**config.mk**
```make
export PLATFORM = sky130hd
export DESIGN_NAME = maze_navigate
export DESIGN_NICKNAME = d
export VERILOG_FILES = /design/src/rtl/maze_navigate.sv
export SDC_FILE = /design/constraint.sdc
export NUM_CORES = 1
export LEC_CHECK = 0
export BUFFER_PORTS_ARGS = -buffer_cell sky130_fd_sc_hd__buf_4
export CAP_MARGIN = 5
export CELL_PAD_IN_SITES_DETAIL_PLACEMENT = 2
export CELL_PAD_IN_SITES_GLOBAL_PLACEMENT = 2
export CORE_ASPECT_RATIO = 0.75
export CORE_UTILIZATION = 29
export CTS_CLUSTER_SIZE = 40
export DETAILED_ROUTE_END_ITERATION = 10
export HOLD_SLACK_MARGIN = 0.05
export PLACE_DENSITY_LB_ADDON = 0.1
export RECOVER_POWER = 100
export SLEW_MARGIN = 20
export SYNTH_ARGS = -nofsm -noshare
export SYNTH_HDL_FRONTEND = slang
export SYNTH_SLANG_ARGS = --single-unit
```
**constraint.sdc**
```tcl
create_clock -name clk -period 2.15 [get_ports clk]
set_input_delay 0.3225 -clock clk [delete_from_list [all_inputs] [get_ports clk]]
set_output_delay 0.3225 -clock clk [all_outputs]
set_load 0.01 [all_outputs]
```
**src/rtl/maze_navigate.sv**
```systemverilog
// Navigator side of the solver/navigator move handshake. It handles heading changes,
// ramps the forward speed for straight moves, and sends a one-cycle mv_cmplt pulse
// when each move finishes.
module maze_navigate #(
  parameter logic        FAST_SIM = 1'b1,
  parameter logic [10:0] MAX_SPD  = 11'h2A0
) (
  input  logic        clk,
  input  logic        rst,
  input  logic        strt_hdng,
  input  logic        strt_mv,
  input  logic        stp_lft,
  input  logic        stp_rght,
  input  logic        at_hdng,
  input  logic        frwrd_opn,
  input  logic        lft_opn,
  input  logic        rght_opn,
  output logic        mv_cmplt,
  output logic        moving,
  output logic        en_fusion,
  output logic [10:0] frwrd_spd
);

  localparam logic [10:0] FRWRD_INC = FAST_SIM ? 11'h018 : 11'h002;
  localparam logic [11:0] FAST_DEC  = {1'b0, FRWRD_INC} << 2;

  typedef enum logic [2:0] {IDLE, HDNG, ACCEL, DECEL, DECEL_FAST} state_t;

  state_t      state, state_nxt;
  logic [10:0] spd_nxt;
  logic        cmplt_nxt;
  logic        lft_opn_ff, rght_opn_ff;
  logic        lft_rise, rght_rise, side_stop;
  logic [11:0] inc_sum, dec_diff, fast_diff;
  logic [10:0] inc_sat, dec_sat, fast_sat;

  // Rising edges of the side openings. The reset value of 1 keeps an opening that is
  // already present at reset from looking like a new edge.
  assign lft_rise  = lft_opn & ~lft_opn_ff;
  assign rght_rise = rght_opn & ~rght_opn_ff;
  assign side_stop = (stp_lft & lft_rise) | (stp_rght & rght_rise);

  // The 12-bit intermediates expose overflow past the ceiling and underflow below zero.
  assign inc_sum   = {1'b0, frwrd_spd} + {1'b0, FRWRD_INC};
  assign dec_diff  = {1'b0, frwrd_spd} - {1'b0, FRWRD_INC};
  assign fast_diff = {1'b0, frwrd_spd} - FAST_DEC;
  assign inc_sat   = (inc_sum > {1'b0, MAX_SPD}) ? MAX_SPD : inc_sum[10:0];
  assign dec_sat   = dec_diff[11]  ? 11'h000 : dec_diff[10:0];
  assign fast_sat  = fast_diff[11] ? 11'h000 : fast_diff[10:0];

  assign en_fusion = frwrd_spd > (MAX_SPD >> 1);

  // Registers for the state, the speed, the completion pulse and the side-opening history.
  // NOTE: non-blocking assignments let every register here sample the values from before
  // the clock edge, so the order of the statements does not matter.
  always_ff @(posedge clk) begin
    if (rst) begin
      state       <= IDLE;
      frwrd_spd   <= 11'h000;
      mv_cmplt    <= 1'b0;
      lft_opn_ff  <= 1'b1;
      rght_opn_ff <= 1'b1;
    end else begin
      state       <= state_nxt;
      frwrd_spd   <= spd_nxt;
      mv_cmplt    <= cmplt_nxt;
      lft_opn_ff  <= lft_opn;
      rght_opn_ff <= rght_opn;
    end
  end

  // Next-state decode, speed update and the moving flag.
  always_comb begin
    // NOTE: every output of this block gets a default first, so no path leaves one of
    // them unassigned and no latch is inferred.
    state_nxt = state;
    spd_nxt   = frwrd_spd;
    cmplt_nxt = 1'b0;
    moving    = 1'b1;
    unique case (state)
      IDLE: begin
        moving  = 1'b0;
        spd_nxt = 11'h000;
        if (strt_hdng)    state_nxt = HDNG;
        else if (strt_mv) state_nxt = ACCEL;
      end
      HDNG: begin
        spd_nxt = 11'h000;
        if (at_hdng) begin
          state_nxt = IDLE;
          cmplt_nxt = 1'b1;
        end
      end
      ACCEL: begin
        spd_nxt = inc_sat;
        if (!frwrd_opn)     state_nxt = DECEL_FAST;
        else if (side_stop) state_nxt = DECEL;
      end
      DECEL: begin
        if (frwrd_spd == 11'h000) begin
          state_nxt = IDLE;
          cmplt_nxt = 1'b1;
        end else begin
          spd_nxt = dec_sat;
          if (!frwrd_opn) state_nxt = DECEL_FAST;
        end
      end
      DECEL_FAST: begin
        if (frwrd_spd == 11'h000) begin
          state_nxt = IDLE;
          cmplt_nxt = 1'b1;
        end else begin
          spd_nxt = fast_sat;
        end
      end
      default: begin
        state_nxt = IDLE;
        spd_nxt   = 11'h000;
      end
    endcase
  end

endmodule

```
==> results of run 1 <==
==> sequential cells by signal (all words and copies together) (netlist names) <==
name         flops
state            3
lft_opn_ff       1
frwrd_spd        8
mv_cmplt         1
rght_opn_ff      1
==> final cells by class <==
type	count	area, µm²	area share
sequential	14	288	0.157
multi-input combinational	141	1030	0.562
timing repair buffer	47	345	0.189
inverter	11	41.3	0.0226
tap	57	71.3	0.0390
clock buffer	4	55.1	0.0301
==> logic make-up after synthesis <==
logic type | after synthesis | synth area share
other | 1 | 0.00276
AO/OA/AOI/OAI | 62 | 0.322
flip-flops | 14 | 0.207
buffers and inverters | 25 | 0.0793
multiplexers | 2 | 0.0148
AND/OR/NAND/NOR | 60 | 0.262
XOR/XNOR | 6 | 0.0387
adder cells (fa/ha/maj) | 8 | 0.0738
==> timing repair <==
item	in CTS	in global routing
hold buffers	0	0
gates cloned	0	0
setup endpoints to repair	4	11
pin swaps	1	7
gates resized for setup	1	14
setup buffers	0	1
==> cell usage in the layout, fill, tap and decap left out, types with 3 or more instances in the layout <==
cell       n
and2_1     3
clkbuf_8   4
buf_4     45
o21ai_0   11
nand2_1    6
or2_2      3
a211oi_1   4
dfxtp_2    3
a21oi_1   16
conb_1     3
nor2b_1    5
xnor2_1    4
a31oi_1    3
ha_2       3
dfxtp_1   10
ha_1       5
nor2_1    11
inv_1     11
nand3b_1   3
nor3_1     7
==> critical path: cells and delay by family, from the launching register on <==
family | cells | cell delay, ps
compound gates | 2 | 490
flops | 1 | 330
simple gates | 3 | 1220
==> worst paths after layout <==
path	startpoint	cells past startpoint	endpoint	slack [ps]
setup / recovery	frwrd_spd[7]$_SDFFE_PP0P_	5	frwrd_spd[4]$_SDFFE_PP0P_	30
hold / removal	lft_opn	2	lft_opn_ff$_SDFF_PP1_	260
setup reg to reg	frwrd_spd[7]$_SDFFE_PP0P_	5	frwrd_spd[4]$_SDFFE_PP0P_	30
hold reg to reg	frwrd_spd[3]$_SDFFE_PP0P_	2	frwrd_spd[3]$_SDFFE_PP0P_	560
==> per-layer routing <==
layer / vias up / global-route usage
met4: 0 / 0.0153
li1: 732 / -
met1: 750 / 0.311
met5: - / 0
met3: 0 / 0.0400
met2: 23 / 0.354
==> report_power, final <==
part           switching, mW  internal (mW)  total [mW]
Sequential            0.0181          0.294       0.312
Combinational          0.349          0.275       0.624
Clock                  0.110          0.163       0.273
Total                  0.478          0.732        1.21
==> metrics.md, run 1 <==
| Metric | Value |
|---|---|
| CTS tree | done |
| Slew Viols, Final | 0 |
| Gpl congestion | 0.764 |
| Initial antenna violation count | 0 |
| Post-route cell area | 0.00183 mm² |
| Final Util | 0.410 |
| Global route total overflow | 0 |
| Syn avg cell area | 7.62 µm² |
| DR WL/cell | 19.1 µm |
| Critical path peak fanout | 3 |
| Routed Antenna Nets | 0 |
| Die height | 61.2 µm |
| Iteration-0 DRC Markers | 54 |
| Layout Skew | 1.13 ps |
| Pwr dens | 661 mW/mm² |
| Metal-1 WL | 2.70 mm |
| Clock tree buffer depth | 2 |
| Status | finished, final reports clean |
| Crit end category | flip-flop |
| Detailed-router iteration count before antenna repair | 4 |
| Synth top area cells | dfxtp_1, ha_1, a21oi_1 |
| Placed cells | 269 |
| EDFF count, synth | 0 |
| Ant diodes | 0 |
| DR DRC count | 0 |
| TritonCTS buffer count | 3 |
| Cell variety after synth | 58 |
| Crit Path Category | reg2reg |
| Max layer used | met3 |
| Slew headroom | 0.608 |
| RSZ-0062 raised after global routing | true |
| # setup viols final | 0 |
| Crit-path most repeated cell | or4_4 |
| Detailed Route WL | 5.22 mm |
| Synth async-reset ratio | 0 |
| Worst-Skew Late Latency | 250 ps |
| Cell taking the most area after synthesis | dfxtp_1 |
| Worst path slowest cell | or4_4 |
| Vias/cell | 5.49 |
| Largest net degree at the start of global routing | 17 |
| Cell Area, Synth | 0.00136 mm² |
| Area added between synthesis and finish | 34.9% |
| HP Class | in2reg |
| Clock slew at reported path FFs | 70 ps |
| Starting Density | 0.304 |
| Full die area | 0.00496 mm² |
| Synth top cells by count | a21oi_1, dfxtp_1, inv_1, nor2_1, o21ai_0 |
| Nets | 236 |
| Tmin final | 2120 ps |
| TNS Setup | 0 ps |
| Max Fclk | 0.472 GHz |
| Dpl cell area | 0.00171 mm² |
| Clock sink count | 14 |
| Final hold slack | 262 ps |
| H-tree depth | 1 |
| Element type at the critical path start | flip-flop |
| Root Buffer | clkbuf_8 |
| Max incr delay on CP | 540 ps |
| Total power | 1.21 mW |
| Measured slew at the worst slew-check pin | 588 ps |
| Synthesized flop and latch total | 14 |
| Global-route wire length before repair | 7.89 mm |
| Worst setup margin | 29.6 ps |
| Die W | 81.0 µm |
| Vias in the first global route | 1489 |
| Maximum Capacitance Violations | 0 |
| Met2 wire length | 2.38 mm |
| Final hold vios | 0 |
| Vias | 1505 |
| Layout fillers | 529 |
| Top FF cell, synth | dfxtp_1 |
| Worst EP required | 2330 ps |
| Cells after Synth | 178 |
| Lkg Pwr | 0.744 nW |
| Rows | 21 |
| Number of port buffers | 20 |
| CP Cell Sequence | or4_4 > or4_4 > a221oi_4 > nand4bb_1 > o211ai_2 |
| Final cell count without fillers | 274 |
| Max IR drop VDD | 0.000384 V |
| I/O pin cnt | 24 |
| Critical path data arrival time | 2300 ps |
| Most common cell in the netlist | a21oi_1 |
| DP HPWL | 4.11 mm |
| Seq/Total Area, Yosys | 0.207 |
| Dpl ws | -20.2 ps |
| Top-area cell type share of the netlist area | 0.207 |
| Ratio of final minimum period to clock period | 0.986 |
| Synth warn | 0 |
| Core Region | 0.00447 mm² |
| GRT Resource Usage Total | 0.217 |
| WL met3 | 139 µm |
| Share of post-route cells with drive strength above 1 | 0.332 |
Power figures use the tool's default switching activity.
==> run 2, diff against run 1 <==
--- a/config.mk
+++ b/config.mk
@@ -14,8 +14,8 @@
 export CTS_CLUSTER_SIZE = 40
 export DETAILED_ROUTE_END_ITERATION = 10
 export HOLD_SLACK_MARGIN = 0.05
-export PLACE_DENSITY_LB_ADDON = 0.1
-export RECOVER_POWER = 100
+export PLACE_DENSITY_LB_ADDON = 0.12
+export RECOVER_POWER = 50
 export SLEW_MARGIN = 20
 export SYNTH_ARGS = -nofsm -noshare
 export SYNTH_HDL_FRONTEND = slang
==> run 2 against run 1 <==
Setup slack better by 24 ps. Non-clock buffer count grew 2. Clock power down 13%. Sequential power barely moved. Critical endpoint unchanged. Largest power group unchanged.
==> metrics.md, run 2 (synthesized netlist as in run 1, its figures left out) <==
| Metric | Value |
|---|---|
| Critical path peak fanout | 4 |
| Core Region | 0.00447 mm² |
| RSZ-0062 raised after global routing | true |
| Internal | 0.684 mW |
| Full die area | 0.00496 mm² |
| Clock sink count | 14 |
| Initial antenna violation count | 0 |
| Final cell count without fillers | 275 |
| Detailed-router iteration count before antenna repair | 4 |
| Largest register by flop count | frwrd_spd |
| Tmin final | 2100 ps |
| Placed cells | 272 |
| Final hold vios | 0 |
| Largest net degree at the start of global routing | 17 |
| Met1 GRT Util | 0.332 |
| DR DRC count | 0 |
| Global-route wire length before repair | 8.27 mm |
| Worst path slowest cell | or4_4 |
| Dpl ws | -121 ps |
| Ratio of final minimum period to clock period | 0.975 |
| Gr busiest metal | met2 |
| Crit Path Category | reg2reg |
| Share of power burned in registers | 0.274 |
| Critical path data arrival time | 2280 ps |
| Element type at the critical path start | flip-flop |
| # setup viols final | 0 |
| Worst setup margin | 53.5 ps |
| Measured slew at the worst slew-check pin | 761 ps |
| Largest registers | frwrd_spd x8, state x3 |
| Ant diodes | 0 |
| H-tree depth | 1 |
| Met2 Track Usage GR | 0.358 |
| Clock slew at reported path FFs | 70 ps |
| Nets | 238 |
| CP Cell Sequence | or4_4 > or4_4 > a221oi_4 > nand4bb_1 > o211ai_2 |
| Crit-path most repeated cell | or4_4 |
| Area added between synthesis and finish | 34.4% |
| GRT Resource Usage Total | 0.229 |
| Dpl cell area | 0.00175 mm² |
| Worst EP required | 2330 ps |
| Layout Skew | 1.12 ps |
| Commonest non-fill, non-tap cell in the layout | buf_4 |
| Maximum Capacitance Violations | 0 |
| Die height | 61.2 µm |
| Vias/cell | 5.52 |
| Final hold slack | 266 ps |
| Max IR drop VDD | 0.000258 V |
| Total power | 1.15 mW |
| Max incr delay on CP | 560 ps |
| Max Fclk | 0.477 GHz |
| Vias | 1518 |
| Starting Density | 0.304 |
| TNS Setup | 0 ps |
| Number of port buffers | 20 |
| Final Util | 0.408 |
| Post-route cell area | 0.00182 mm² |
| Global route total overflow | 0 |
| CTS tree | done |
| Most frequent cells in the layout | buf_4, a21oi_1, inv_1, nor2_1 |
| I/O pin cnt | 24 |
| Clk network pwr share | 0.207 |
| Share of post-route cells with drive strength above 1 | 0.312 |
| Status | finished, final reports clean |
| Switching share of power | 0.405 |
| Slew headroom | 0.480 |
| Worst-Skew Late Latency | 250 ps |
| Vias in the first global route | 1505 |
| Pwr dens | 631 mW/mm² |
| DP HPWL | 4.13 mm |
| CP bufs+invs | 0 |
| Die W | 81.0 µm |
| Root Buffer | clkbuf_8 |
| CTS Hold Bufs | 0 |
| Clock tree buffer depth | 2 |
| Logic gate share of total power | 0.519 |
| DR WL/cell | 19.3 µm |
| Switching pwr | 0.466 mW |
| Routed Antenna Nets | 0 |
| TritonCTS buffer count | 3 |
| Reg2reg start | frwrd_spd[7]$_SDFFE_PP0P_ |
| Crit end category | flip-flop |
| HP Class | in2reg |
| Largest delay share family, worst path | simple AND/OR/NAND/NOR gates |
| Detailed Route WL | 5.32 mm |
| Slew Viols, Final | 0 |
| Hold Startpoint | rght_opn |
| Gpl congestion | 0.789 |
| Iteration-0 DRC Markers | 70 |
| Lkg Pwr | 0.755 nW |
| Met3 usage | 0.0370 |
| Rows | 21 |
| Beginning of the critical path | frwrd_spd[7]$_SDFFE_PP0P_ |
| Post-CTS Setup Bufs | 0 |
| Max FFs per register | 8 |
[run 2: final timing paths]
kind	end	slack, ps	cells after the start
max	frwrd_spd[4]$_SDFFE_PP0P_	50	5
min	rght_opn_ff$_SDFF_PP1_	270	2
max reg2reg	frwrd_spd[4]$_SDFFE_PP0P_	50	5
min reg2reg	frwrd_spd[3]$_SDFFE_PP0P_	590	2
[run 2: final cells by class]
cell class	instances	area [µm²]
Fill cell	538	2640
Tap cell	57	71.3
Timing Repair Buffer	49	373
Clock buffer	3	41.3
Multi-Input combinational cell	141	1010
Inverter	11	41.3
Sequential cell	14	288
[run 2: worst register-to-register path, stage by stage, from the launching register on]
cell	delay (ps)
dfxtp_1	310
or4_4	560
or4_4	540
a221oi_4	290
nand4bb_1	160
o211ai_2	160
[run 2: power by group through the flow]
| stage | sequential, mW | combinational [mW] | clock [mW] |
|---|---|---|---|
| after floorplan | 0.330 | 0.339 | 0 |
| after global placement | 0.320 | 0.561 | 0 |
| after detailed placement | 0.320 | 0.591 | 0 |
| after CTS | 0.317 | 0.602 | 0.244 |
| after global routing | 0.320 | 0.655 | 0.251 |
| final | 0.315 | 0.598 | 0.238 |
[run 2: routing by layer]
metal	wire (µm)	vias up	part of all wire
li1	-	738	-
met1	2690	745	0.51
met2	2400	31	0.45
met3	170	4	0.032
met4	50	0	0.0094
met5	0	-	0
[run 2: what timing repair did]
item | in CTS | in global routing
pin swaps | 1 | 2
gates resized for setup | 4 | 7
setup endpoints to repair | 7 | 7
